`config.mk`:
```
export PLATFORM = sky130hd
export DESIGN_NAME = pdm_multi
export DESIGN_NICKNAME = d
export VERILOG_FILES = /design/src/rtl/pdm_multi.sv
export SDC_FILE = /design/constraint.sdc
export NUM_CORES = 1
export LEC_CHECK = 0
export CAP_MARGIN = 20
export CELL_PAD_IN_SITES_DETAIL_PLACEMENT = 1
export CELL_PAD_IN_SITES_GLOBAL_PLACEMENT = 2
export CORE_ASPECT_RATIO = 1.1
export CORE_MARGIN = 8
export CORE_UTILIZATION = 40
export DETAILED_ROUTE_END_ITERATION = 6
export PLACE_DENSITY = 0.88
export SYNTH_ARGS = -nofsm -noshare
export SYNTH_HDL_FRONTEND = slang
export SYNTH_SLANG_ARGS = --single-unit
```
`constraint.sdc`:
```
create_clock -name clk -period 5.4 [get_ports clk]
set_clock_uncertainty 0.05 [all_clocks]
set_input_delay 1.08 -clock clk [delete_from_list [all_inputs] [get_ports clk]]
set_output_delay 1.08 -clock clk [all_outputs]
set_load 0.01 [all_outputs]
```
`src/rtl/pdm_multi.sv`:
```
// Multi-channel PDM/PWM modulator. A shared frame counter gates shadow-to-active
// duty/mode transfers so that every channel changes only on a frame boundary.

module pdm_multi_lane #(
    parameter int DUTY_BITS = 8
) (
    input  logic                 clk,
    input  logic                 rst,
    input  logic                 en_i,
    input  logic                 load_i,
    input  logic                 wr_i,
    input  logic [DUTY_BITS-1:0] cnt_i,
    input  logic [DUTY_BITS-1:0] wr_duty_i,
    input  logic                 wr_mode_i,
    output logic                 pdm_o
);
    localparam logic [DUTY_BITS:0] M = {1'b0, {DUTY_BITS{1'b1}}};

    logic [DUTY_BITS-1:0] sh_duty_q, sh_duty_d, act_duty_q, act_duty_d;
    logic                 sh_mode_q, sh_mode_d, act_mode_q, act_mode_d;
    logic [DUTY_BITS:0]   acc_q, acc_d;
    logic                 pdm_q, pdm_d;

    always_comb begin
        sh_duty_d  = wr_i ? wr_duty_i : sh_duty_q;
        sh_mode_d  = wr_i ? wr_mode_i : sh_mode_q;
        // Loading from the _d side forwards a write landing on the load edge.
        act_duty_d = load_i ? sh_duty_d : act_duty_q;
        act_mode_d = load_i ? sh_mode_d : act_mode_q;
        acc_d      = acc_q;
        pdm_d      = 1'b0;
        if (!en_i) begin
            acc_d = '0;
        end else if (act_mode_q) begin
            pdm_d = (cnt_i < act_duty_q);
        end else if (acc_q >= M) begin
            acc_d = acc_q - M + {1'b0, act_duty_q};
            pdm_d = 1'b1;
        end else begin
            acc_d = acc_q + {1'b0, act_duty_q};
        end
        if (act_mode_d != act_mode_q)
            acc_d = '0;
    end

    always_ff @(posedge clk or posedge rst) begin
        if (rst) begin
            sh_duty_q  <= '0;
            sh_mode_q  <= 1'b0;
            act_duty_q <= '0;
            act_mode_q <= 1'b0;
            acc_q      <= '0;
            pdm_q      <= 1'b0;
        end else begin
            sh_duty_q  <= sh_duty_d;
            sh_mode_q  <= sh_mode_d;
            act_duty_q <= act_duty_d;
            act_mode_q <= act_mode_d;
            acc_q      <= acc_d;
            pdm_q      <= pdm_d;
        end
    end

    assign pdm_o = pdm_q;
endmodule

module pdm_multi #(
    parameter int CHANNELS  = 4,
    parameter int DUTY_BITS = 8
) (
    input  logic                        clk,
    input  logic                        rst,
    input  logic [CHANNELS-1:0]         en_i,
    input  logic                        wr_en_i,
    input  logic [$clog2(CHANNELS)-1:0] wr_chan_i,
    input  logic [DUTY_BITS-1:0]        wr_duty_i,
    input  logic                        wr_mode_i,
    output logic [CHANNELS-1:0]         pdm_o,
    output logic                        frame_o
);
    localparam int CW = $clog2(CHANNELS);
    localparam logic [DUTY_BITS-1:0] LAST = {{(DUTY_BITS-1){1'b1}}, 1'b0};

    logic [DUTY_BITS-1:0] cnt_q, cnt_d;
    logic                 frame_q;
    logic                 load;

    assign load  = (cnt_q == LAST);
    assign cnt_d = load ? '0 : cnt_q + DUTY_BITS'(1);

    always_ff @(posedge clk or posedge rst) begin
        if (rst) begin
            cnt_q   <= '0;
            frame_q <= 1'b0;
        end else begin
            cnt_q   <= cnt_d;
            frame_q <= (cnt_q == '0);
        end
    end

    assign frame_o = frame_q;

    // Out-of-range channel numbers match no lane, so such writes drop naturally.
    for (genvar g = 0; g < CHANNELS; g++) begin : g_lane
        pdm_multi_lane #(.DUTY_BITS(DUTY_BITS)) u_lane (
            .clk       (clk),
            .rst       (rst),
            .en_i      (en_i[g]),
            .load_i    (load),
            .wr_i      (wr_en_i && (wr_chan_i == CW'(g))),
            .cnt_i     (cnt_q),
            .wr_duty_i (wr_duty_i),
            .wr_mode_i (wr_mode_i),
            .pdm_o     (pdm_o[g])
        );
    end
endmodule
```
==> qor.csv <==
stage;metric;value;unit
clock_tree;Num CTS Buffers;17;
timing;fin crit share;0.5859;
floorplanning;Core ar.;19030;um^2
clock_tree;clock latency on the worst-skew pair;0.42;ns
grt;vias in the first global route;6723;
critical_path;CP Launch Type;input pin;
timing;worst relative slew slack;0.4293;
floorplanning;die area;24020;um^2
clock_tree;CTS root buffer;clkbuf_16;
drt;DRT Pass-1 Iters;4;
outcome;outcome;complete, no violations;
yosys;predominant post-synthesis flop cell;dfrtp_1;
critical_path;Worst Path Buf+Inv;1;
critical_path;CP endpoint kind;register;
timing;final hold vios;0;
yosys;Syn Area/Cell;9.778;um^2
cells_and_area;most frequent cells in the layout;dfrtp_1, nand2_1, ha_1;
drt;antenna-violating nets left;0;
timing;Min Hold Slack;0.4441;ns
job;maxcap violations;0;
critical_path;CP cell instances;clkdlybuf4s50_1 -> nand3b_1 -> mux2i_1 -> xor2_1 -> o21ai_2 -> o21bai_1 -> o22ai_1;
floorplanning;I/O pin total;23;
floorplanning;Die Width;148.5;um
grt;first-pass GRT wire length;34800;um
power_and_ir_drop;Pwr Total;2.138;mW
clock_tree;clk buf depth;2;
floorplanning;initial core utilization;0.4059;
power_and_ir_drop;Leak Pwr;3.977;nW
grt;initial antenna violation count;0;
clock_tree;Clock Sinks;121;
timing;final setup margin;2.236;ns
floorplanning;die height;161.8;um
timing;final setup fails;0;
clock_tree;Resized cells post-CTS;0;
clock_tree;clk slew on worst S/H paths;0.06;ns
yosys;sequential share of the synthesized area;0.3920;
critical_path;worst-path fanout max;9;
cells_and_area;Layout fillers;2143;
yosys;Post-synth EDFFs;0;
grt;GRT overflow;0;
placement;Port Buffers;22;
yosys;synthesized area;7725;um^2
timing;f_max;316.1;MHz
cells_and_area;Final #Nets;899;
critical_path;WP data required;5.64;ns
placement;Detailed Place HPWL;14920;um
timing;min Tclk post-route;3.164;ns
grt;GR Util All Layers;0.1795;
worst_hold_path;worst min path class;reg -> reg;
drt;Vias;6092;
drt;DRC;0;
clock_tree;CTS tree;done;
drt;post-DR vias/cell;5.715;
clock_tree;Hold Buf Count CTS;0;
timing;Final Max Tran Viols;0;
timing;Fin Setup TNS;0;ns
power_and_ir_drop;worst vdd ir;0.1832;mV
cells_and_area;share of layout cells above drive strength 1;0.1270;
critical_path;Data arrival, critical path;3.40;ns
power_and_ir_drop;power per cell area;246.4;nW/um^2
grt;largest net degree at the start of global routing;68;
drt;Iteration-0 DRC Markers;425;
cells_and_area;# diodes;0;
yosys;post-synth cell types;74;
drt;final wirelength;20610;um
timing;Worst-Margin Slew;0.8561;ns
clock_tree;H-tree depth;4;
yosys;Seq cells post-synth;121;
yosys;Syn Nets;883;
placement;Final GP Congestion;0.8651;
yosys;cell count after synthesis;790;
timing;RSZ-0062 raised after global routing;false;
drt;drt wl/cell;19.33;um
yosys;Ys Warns;0;
cells_and_area;area grow syn2layout;12.34;%
critical_path;critical path's slowest cell;mux2i_1;
critical_path;kind of critical path;in -> reg;
floorplanning;# rows;53;
cells_and_area;most common cell after layout, fill and taps aside;dfrtp_1;
yosys;Async SR Flop Fraction;1.000;
critical_path;cell family with most CP delay;compound AO/OA/AOI/OAI gates;
placement;Placement Setup Slack;1.882;ns
clock_tree;post-CTS setup buffer count;0;
critical_path;crit-path max cell delay;0.54;ns
==> kinds of logic (layout without fill, tap and decap cells) <==
| logic type | count (synthesis) | after routing | synth area share |
|---|---|---|---|
| compound gates | 212 | 212 | 0.1872 |
| fa+ha+maj | 75 | 75 | 0.1293 |
| xor+xnor | 23 | 23 | 0.02608 |
| mux | 48 | 48 | 0.07143 |
| buf+inv | 90 | 119 | 0.04794 |
| flops | 121 | 121 | 0.3920 |
| simple gates | 221 | 221 | 0.1461 |
==> synthesized netlist by cell type (4+ instances only) <==
| master | number | area [um^2] |
|---|---|---|
| buf_2 | 8 | 40.04 |
| o21bai_1 | 6 | 45.04 |
| a21boi_0 | 4 | 30.03 |
| nand3_1 | 7 | 35.03 |
| nand2_1 | 68 | 255.2 |
| nor3_1 | 11 | 55.05 |
| xnor2_1 | 12 | 105.1 |
| dfrtp_1 | 121 | 3028 |
| o22ai_1 | 5 | 31.28 |
| nor2_1 | 60 | 225.2 |
| nor4_1 | 4 | 25.02 |
| o2111ai_1 | 5 | 43.79 |
| mux2_2 | 37 | 416.7 |
| o21a_1 | 4 | 30.03 |
| nand3b_1 | 4 | 30.03 |
| a22o_1 | 8 | 70.07 |
| o31ai_1 | 4 | 30.03 |
| nor2b_1 | 15 | 93.84 |
| a211oi_1 | 8 | 60.06 |
| o21ai_0 | 61 | 305.3 |
| buf_4 | 6 | 45.04 |
| or2_2 | 4 | 25.02 |
| mux2i_1 | 9 | 90.09 |
| nand4b_1 | 4 | 35.03 |
| a21oi_1 | 53 | 265.3 |
| inv_1 | 60 | 225.2 |
| clkbuf_1 | 15 | 56.30 |
| fa_1 | 8 | 160.2 |
| a21o_1 | 15 | 112.6 |
| nand2b_1 | 6 | 37.54 |
| nand4_1 | 10 | 62.56 |
| o41ai_1 | 4 | 35.03 |
| xor2_1 | 11 | 96.34 |
| ha_1 | 67 | 838.3 |
| nor3b_1 | 7 | 52.55 |
==> flip-flops by register name (all words and copies together), names as in the netlist <==
name,count
g_lane.u_lane.acc_q,36
g_lane.u_lane.act_duty_q,32
g_lane.u_lane.sh_duty_q,32
cnt_q,8
g_lane.u_lane.act_mode_q,4
g_lane.u_lane.pdm_o,4
g_lane.u_lane.sh_mode_q,4
frame_o,1
==> per-stage QoR <==
stage	area (um^2)	util	instances
2_1_floorplan	7725	-	790
3_3_place_gp	8159	0.4287	1034
3_5_place_dp	8159	0.4287	1034
4_1_cts	8678	0.4560	1066
5_1_grt	8678	0.4560	1066
6_report	8678	0.4560	1066
==> area by class of cell <==
cell class,instances,area [um^2],area share
clock inverter,8,47.55,0.005479
clock buffer,24,471.7,0.05435
sequential,121,3028,0.3489
tap,247,309.0,0.03561
timing repair buffer,27,257.7,0.02970
inverter,60,227.7,0.02624
multi-input combinational,579,4337,0.4997
==> path summary, 6_finish.rpt <==
path | from | end | slack [ns] | cells past startpoint
max in group asynchronous | rst | g_lane[2].u_lane.acc_q[4] | 3.22 | 3
min | g_lane[3].u_lane.sh_duty_q[2] | g_lane[3].u_lane.sh_duty_q[2] | 0.44 | 1
min in group asynchronous | rst | g_lane[1].u_lane.sh_duty_q[4] | 1.15 | 2
min reg2reg | g_lane[3].u_lane.sh_duty_q[2] | g_lane[3].u_lane.sh_duty_q[2] | 0.44 | 1
max | wr_chan_i[0] | g_lane[2].u_lane.acc_q[6] | 2.24 | 7
max reg2reg | cnt_q[2] | g_lane[0].u_lane.acc_q[5] | 2.96 | 5
==> routing by layer <==
layer,share of wire,global-route usage,up-vias
met4,0.023,0.06821,0
met2,0.50,0.3069,104
li1,-,-,2852
met3,0.031,0.03200,39
met5,0,0,-
met1,0.45,0.2203,3097
==> where the power goes <==
part / switching, mW / leakage [nW] / internal (mW) / total [mW]
combinational: 0.0829 / 2.33 / 0.0635 / 0.146
sequential: 0.0156 / 1.40 / 0.959 / 0.975
clock: 0.412 / 0.250 / 0.605 / 1.02
Power figures use the tool's default switching activity.
